`src/rtl/mm_pkg.sv`:
```
// ---------------------------------------------------------------------------
// mm_pkg
// Shared constants for the 3x3 matrix-multiply Wishbone system: the word
// addresses of the A, B and C matrices in the slave, the matrix geometry and
// the sequencer FSM state encoding. Used by mm_wb_sequencer and by the slave
// wrapper, so both sides agree on the memory map.
// ---------------------------------------------------------------------------
package mm_pkg;

    localparam int A_OFFSET  = 0;   // word address of A element 0
    localparam int B_OFFSET  = 9;   // word address of B element 0
    localparam int C_OFFSET  = 18;  // word address of C element 0
    localparam int MAT_SIZE  = 9;   // elements per matrix
    localparam int INT_WIDTH = 8;   // bits per element

    typedef enum logic [2:0] {
        IDLE   = 3'd0,
        WRITE  = 3'd1,
        WGAP   = 3'd2,
        READ   = 3'd3,
        RGAP   = 3'd4,
        FINISH = 3'd5
    } state_t;

endpackage

```
`src/rtl/mm_wb_sequencer.sv`:
```
// ---------------------------------------------------------------------------
// mm_wb_sequencer
// Wishbone master that runs one matrix-multiply job on a memory-mapped slave:
// writes the 9 elements of A and then the 9 elements of B (one element per
// word, in [7:0]), then reads back the 9 elements of C (element in [31:24]).
// Each transfer is stb high until ack, followed by a single gap cycle that
// absorbs the slave's registered, repeated ack. A slave error or a transfer
// waiting TIMEOUT cycles aborts the job. All outputs are registered.
//
// Ports
//   clk, rst_n        clock (rising edge), asynchronous active-low reset
//   start             begin a job; only sampled while idle
//   a_mat, b_mat      operand matrices, element i at [i*INT_WIDTH +: INT_WIDTH]
//   c_mat             result matrix, same packing; keeps elements read so far
//   busy              job in progress
//   done              one-cycle pulse at the end of every job
//   error             sticky abort flag, cleared by the next accepted start
//   cyc, stb, we, sel, adr, dat_mosi   Wishbone master request
//   dat_miso, ack, err                 Wishbone slave response
// ---------------------------------------------------------------------------
module mm_wb_sequencer
    import mm_pkg::*;
#(
    parameter int A_OFFSET  = mm_pkg::A_OFFSET,
    parameter int B_OFFSET  = mm_pkg::B_OFFSET,
    parameter int C_OFFSET  = mm_pkg::C_OFFSET,
    parameter int MAT_SIZE  = mm_pkg::MAT_SIZE,
    parameter int INT_WIDTH = mm_pkg::INT_WIDTH,
    parameter int TIMEOUT   = 255
) (
    input  logic                          clk,
    input  logic                          rst_n,
    input  logic                          start,
    input  logic [MAT_SIZE*INT_WIDTH-1:0] a_mat,
    input  logic [MAT_SIZE*INT_WIDTH-1:0] b_mat,
    output logic [MAT_SIZE*INT_WIDTH-1:0] c_mat,
    output logic                          busy,
    output logic                          done,
    output logic                          error,
    output logic                          cyc,
    output logic                          stb,
    output logic                          we,
    output logic [3:0]                    sel,
    output logic [31:0]                   adr,
    output logic [31:0]                   dat_mosi,
    input  logic [31:0]                   dat_miso,
    input  logic                          ack,
    input  logic                          err
);

    localparam int MW = MAT_SIZE * INT_WIDTH;
    localparam int CW = $clog2(TIMEOUT + 1);

    localparam logic [4:0]    LAST_A    = 5'(MAT_SIZE - 1);
    localparam logic [4:0]    LAST_WR   = 5'(2 * MAT_SIZE - 1);
    localparam logic [4:0]    LAST_RD   = 5'(MAT_SIZE - 1);
    localparam logic [CW-1:0] LAST_WAIT = CW'(TIMEOUT - 1);

    state_t          state, state_n;
    logic [4:0]      idx, idx_n;
    logic [CW-1:0]   wait_cnt, wait_cnt_n;
    logic [2*MW-1:0] ab_q, ab_n;

    logic            cyc_n, stb_n, we_n, busy_n, done_n, error_n;
    logic [3:0]      sel_n;
    logic [31:0]     adr_n, dat_n;
    logic [MW-1:0]   c_n;

    // Transfer outcome in WRITE/READ; err wins over a simultaneous ack.
    logic            in_xfer, xfer_fail, xfer_ok;
    logic [2*MW-1:0] wr_src;
    logic [31:0]     wr_adr, wr_dat, rd_adr;

    assign in_xfer   = (state == WRITE) || (state == READ);
    assign xfer_fail = in_xfer && (err || (!ack && wait_cnt == LAST_WAIT));
    assign xfer_ok   = in_xfer && !err && ack;

    // Request fields for the element the next transfer will address. On the
    // accepting cycle the operands are not latched yet, so take the ports.
    assign wr_src = (state == IDLE) ? {b_mat, a_mat} : ab_q;
    assign wr_adr = (idx_n <= LAST_A) ? 32'(A_OFFSET) + 32'(idx_n)
                                      : 32'(B_OFFSET) + 32'(idx_n) - 32'(MAT_SIZE);
    assign wr_dat = 32'(wr_src[idx_n*INT_WIDTH +: INT_WIDTH]);
    assign rd_adr = 32'(C_OFFSET) + 32'(idx_n);

    // ---------------- state register ----------------
    // NOTE: sequential state uses non-blocking assignments so every register
    // samples pre-edge values regardless of block ordering.
    always_ff @(posedge clk or negedge rst_n) begin
        if (!rst_n) begin
            state    <= IDLE;
            idx      <= '0;
            wait_cnt <= '0;
        end else begin
            state    <= state_n;
            idx      <= idx_n;
            wait_cnt <= wait_cnt_n;
        end
    end

    // ---------------- next-state logic ----------------
    always_comb begin
        // NOTE: every variable gets a default first so no path infers a latch.
        state_n    = state;
        idx_n      = idx;
        wait_cnt_n = '0;  // restarts on every stb rise
        unique case (state)
            IDLE: begin
                if (start) begin
                    state_n = WRITE;
                    idx_n   = '0;
                end
            end
            WRITE, READ: begin
                if (xfer_fail)    state_n = FINISH;
                else if (xfer_ok) state_n = (state == WRITE) ? WGAP : RGAP;
                else              wait_cnt_n = wait_cnt + 1'b1;
            end
            WGAP: begin
                if (idx == LAST_WR) begin
                    state_n = READ;
                    idx_n   = '0;
                end else begin
                    state_n = WRITE;
                    idx_n   = idx + 1'b1;
                end
            end
            RGAP: begin
                if (idx == LAST_RD) begin
                    state_n = FINISH;
                end else begin
                    state_n = READ;
                    idx_n   = idx + 1'b1;
                end
            end
            FINISH:  state_n = IDLE;
            default: state_n = IDLE;
        endcase
    end

    // ---------------- output logic (next values of output registers) -------
    always_comb begin
        cyc_n   = cyc;
        stb_n   = stb;
        we_n    = we;
        sel_n   = sel;
        adr_n   = adr;
        dat_n   = dat_mosi;
        busy_n  = busy;
        done_n  = 1'b0;
        error_n = error;
        c_n     = c_mat;
        ab_n    = ab_q;
        unique case (state)
            IDLE: begin
                if (start) begin
                    ab_n    = {b_mat, a_mat};
                    error_n = 1'b0;
                    busy_n  = 1'b1;
                    cyc_n   = 1'b1;
                    stb_n   = 1'b1;
                    we_n    = 1'b1;
                    sel_n   = 4'b0001;
                    adr_n   = wr_adr;
                    dat_n   = wr_dat;
                end
            end
            WRITE, READ: begin
                if (xfer_fail) begin
                    stb_n   = 1'b0;
                    cyc_n   = 1'b0;
                    error_n = 1'b1;
                    busy_n  = 1'b0;
                    done_n  = 1'b1;
                end else if (xfer_ok) begin
                    stb_n = 1'b0;
                    if (state == READ)
                        c_n[idx*INT_WIDTH +: INT_WIDTH] = dat_miso[31 -: INT_WIDTH];
                end
            end
            WGAP: begin
                stb_n = 1'b1;
                if (state_n == WRITE) begin
                    adr_n = wr_adr;
                    dat_n = wr_dat;
                end else begin
                    we_n  = 1'b0;
                    sel_n = 4'b1111;
                    adr_n = rd_adr;
                    dat_n = '0;
                end
            end
            RGAP: begin
                if (state_n == READ) begin
                    stb_n = 1'b1;
                    adr_n = rd_adr;
                end else begin
                    cyc_n  = 1'b0;
                    busy_n = 1'b0;
                    done_n = 1'b1;
                end
            end
            default: ;  // FINISH: done drops back to its default
        endcase
    end

    // ---------------- output and datapath registers ----------------
    // NOTE: the result and operand registers are plain flops, not a RAM, so
    // they are cleared by reset like every other output.
    always_ff @(posedge clk or negedge rst_n) begin
        if (!rst_n) begin
            cyc      <= 1'b0;
            stb      <= 1'b0;
            we       <= 1'b0;
            sel      <= '0;
            adr      <= '0;
            dat_mosi <= '0;
            busy     <= 1'b0;
            done     <= 1'b0;
            error    <= 1'b0;
            c_mat    <= '0;
            ab_q     <= '0;
        end else begin
            cyc      <= cyc_n;
            stb      <= stb_n;
            we       <= we_n;
            sel      <= sel_n;
            adr      <= adr_n;
            dat_mosi <= dat_n;
            busy     <= busy_n;
            done     <= done_n;
            error    <= error_n;
            c_mat    <= c_n;
            ab_q     <= ab_n;
        end
    end

endmodule

```
`config.mk`:
```
export PLATFORM = sky130hd
export DESIGN_NAME = mm_wb_sequencer
export DESIGN_NICKNAME = d
export VERILOG_FILES = /design/src/rtl/mm_pkg.sv /design/src/rtl/mm_wb_sequencer.sv
export SDC_FILE = /design/constraint.sdc
export NUM_CORES = 1
export LEC_CHECK = 0
export ABC_AREA = 1
export BUFFER_PORTS_ARGS = -buffer_cell sky130_fd_sc_hd__buf_2
export CORE_UTILIZATION = 41
export CTS_BUF_LIST = sky130_fd_sc_hd__clkbuf_16
export DETAILED_ROUTE_END_ITERATION = 8
export PLACE_DENSITY = 0.69
export SETUP_SLACK_MARGIN = 0.5
export SLEW_MARGIN = 10
export SYNTH_ARGS = -nofsm -noshare
export SYNTH_HDL_FRONTEND = slang
export SYNTH_SLANG_ARGS = --single-unit
```
`constraint.sdc`:
```
create_clock -name clk -period 2.45 [get_ports clk]
set_clock_uncertainty 0.15 [all_clocks]
set_input_delay 0.1225 -clock clk [delete_from_list [all_inputs] [get_ports clk]]
set_output_delay 0.1225 -clock clk [all_outputs]
set_load 0.01 [all_outputs]
```
==> impl_metrics.json <==
{
  "fp.dieH_um": 187,
  "postSynthAreaPerCell_um2": 7.19,
  "syn_inst": 1953,
  "fmax_mhz": 384,
  "power_mw": 26.6,
  "crit_path_start_kind": "flop",
  "cts_tree": "built",
  "cts_buffer_depth": 3,
  "core_um2": 33600,
  "via_per_inst": 5.43,
  "dp_hpwl_mm": 28.8,
  "seqPwrFrac": 0.238,
  "die_width_um": 187,
  "yosysWarnings": 0,
  "final.setup.worst_slack_ns": -0.155,
  "crit_chain": "inv_4 -> ha_4 -> inv_2 -> nor2_4 -> buf_6 -> inv_6 -> nor2_4 -> ha_4 -> inv_4 -> buf_12 -> nor4_4 -> buf_6 -> buf_6 -> buf_6 -> buf_16 -> a21oi_4 -> a31oi_1",
  "crit_path_frequent_cell": "buf_6",
  "slew_violations": 0,
  "grt_pass1_wl_mm": 78.4,
  "antenna_found_initial": 0,
  "layout-drive-gt1-share": 0.305,
  "ys_seq_area_frac": 0.451,
  "worst_pin_slew_ns": 0.681,
  "avgRoutedWirePerCell_um": 18.9,
  "synth.distinct_cells": 36,
  "p_switching_mw": 12.2,
  "synth_top_area_share": 0.451,
  "dieArea_um2": 35000,
  "cp_max_fo": 7,
  "power_frac_comb": 0.606,
  "finalSetupTns_ns": -2.79,
  "nets": 2636,
  "synth_area_leaders": "dfrtp_1 (45%), nand2_1 (17%), o21ai_0 (8.9%)",
  "relSlewSlack": 0.546,
  "max_stage_delay_ns": 0.43,
  "grt_max_degree": 81,
  "power_density_nw_per_um2": 1210,
  "antenna_left": 0,
  "grt_util_all_layers": 0.278,
  "initialDrtViolationCount": 1395,
  "fin_crit_sh": 1.06,
  "num_rows": 67,
  "finalHoldViolCount": 10,
  "cap_violations": 0,
  "hold_path.class": "in2async",
  "dp_slack_ns": -0.0904,
  "wirelength_mm": 55.2,
  "internal_power_mw": 14.4,
  "io_pins": 327,
  "grt_pass1_vias": 14933,
  "reg2reg_depth": 17,
  "io_buffers": 252,
  "swShare": 0.459,
  "via_count": 15827,
  "outcome": "complete, but fails checks",
  "violations": "negative hold slack, negative setup slack",
  "holdWs_ns": -0.0169,
  "area_growth_pct": 55.8,
  "pwr-share-clk": 0.156,
  "start_util": 0.418,
  "antenna-diode-count": 0,
  "required_ns": 2.76,
  "clk_pin_slew_ns": 0.06,
  "cts_num_sinks": 253,
  "ir_worst_vdd_mv": 0.676,
  "syn_area_um2": 14000,
  "min_period_ns": 2.60,
  "clk_latency_ns": 0.56,
  "gp_congestion": 0.881,
  "rsz0062_at_grt": "yes",
  "ys_seq_elements": 253,
  "synth_top_area_cell": "dfrtp_1",
  "cts_inserted_buffers": 29,
  "slowest_stage": "dfrtp_2",
  "setup.worst_path.end_class": "flop",
  "worstSetupPathType": "reg2reg",
  "p_leak_nw": 11.0,
  "cts_root_buffer": "clkbuf_16",
  "drc": 0,
  "grt-ovfl-total": 0,
  "firstDrtPassIters": 6,
  "worstPathArrival_ns": 2.91,
  "h-tree-depth": 1,
  "setup_viol": 46
}
## worst max-delay path, delay by kind of cell, from the launching register on
family / cells / cell delay [ns]
AND/OR/NAND/NOR: 3 / 0.40
flip-flops: 1 / 0.43
AO/OA/AOI/OAI: 2 / 0.25
buffers and inverters: 10 / 0.97
adder cells (fa/ha/maj): 2 / 0.28
## what timing repair did
action / in CTS / in global routing
resized for setup: 166 / 272
setup endpoints to repair: 229 / 244
pin swaps: 30 / 88
buffers inserted: 30 / 15
hold endpoints to repair: 448 / 0
cloned: 25 / 20
hold buffers: 157 / 0
## layer usage
metal / global-route usage / wire length (um) / vias to the layer above
li1: - / - / 7168
met2: 0.463 / 26800 / 934
met1: 0.346 / 20500 / 7492
met5: 0 / 0 / -
met4: 0.152 / 3420 / 0
met3: 0.0443 / 4430 / 233
## per-stage QoR
stage | instance area [um2] | util | instances
after CTS | 20300 | 0.603 | 2882
after floorplan | 14500 | - | 2002
final | 21900 | 0.651 | 2917
after global routing | 21900 | 0.651 | 2917
after detailed placement | 16300 | 0.485 | 2618
after global placement | 16300 | 0.485 | 2618
## path summary, 6_finish.rpt
path                            from        end  slack (ns)
max reg2reg                   idx[0]  c_mat[57]       -0.15
max in group asynchronous      rst_n   ab_q[81]        1.34
min reg2reg                       we         we        0.32
max                           idx[0]  c_mat[57]       -0.15
min                            rst_n  c_mat[33]       -0.02
min in group clk           a_mat[49]   ab_q[49]        0.18
## power by group through the flow
stage / Combinational, mW / Clock, mW / Sequential (mW)
final: 16.1 / 4.15 / 6.31
after floorplan: 7.89 / 0 / 6.18
after detailed placement: 11.6 / 0 / 6.24
after global placement: 11.4 / 0 / 6.19
after CTS: 13.6 / 4.18 / 6.18
after global routing: 17.5 / 4.35 / 6.43
## layout make-up
class	count	area, um2
clock buffer	29	726
clock inverter	23	156
fill	2533	11700
inverter	242	956
multi-input combinational	1341	7660
sequential	253	6330
tap	448	561
timing repair buffer	581	5500
## synthesized netlist by cell type
cell type / number
a211oi_1: 1
a21oi_1: 42
a22oi_4: 1
a31oi_1: 36
buf_1: 1
buf_2: 32
buf_4: 57
clkbuf_1: 78
conb_1: 1
dfrtp_1: 253
ha_1: 7
inv_1: 230
inv_2: 12
nand2_1: 653
nand2_2: 5
nand2_4: 1
nand3_1: 143
nand3_2: 2
nand3b_1: 1
nand4_1: 47
nor2_1: 39
nor2_2: 10
nor2_4: 1
nor3_1: 6
nor3_2: 2
nor4_1: 1
nor4_2: 1
nor4_4: 2
o2111ai_1: 1
o21ai_0: 251
o21ai_1: 13
o21ai_2: 1
o22ai_1: 2
o31ai_1: 13
or2_1: 1
xor2_1: 6
## kinds of logic after synthesis
kind of cell	share of synthesized area
flops	0.451
xor+xnor	0.00374
simple gates	0.275
buf+inv	0.128
other cells	0.000267
compound gates	0.136
fa+ha+maj	0.00623
## cell usage in the layout, fill, tap and decap left out, drive strengths merged
cell,n
clkinv,16
o21ai,265
a22oi,1
inv,245
nor4,4
nand3,145
nand4,47
dlygate4sd3,156
clkbuf,45
o22ai,2
dlymetal6s4s,1
conb,50
o31ai,13
bufinv,2
a31oi,36
xor2,6
or2,1
buf,404
nor2,50
bufbuf,4
a211oi,1
ha,7
a21oi,42
nand3b,1
dfrtp,253
nand2,661
nor3,8
clkinvlp,2
o2111ai,1
## sequential cells by signal, indices dropped and copies added, names as in the netlist
signal	cells
adr	6
stb	1
dat_mosi	8
error	1
we	1
done	1
cyc	1
c_mat	72
sel	2
wait_cnt	8
state	3
idx	5
ab_q	144
(Power assumes the default switching activity.)
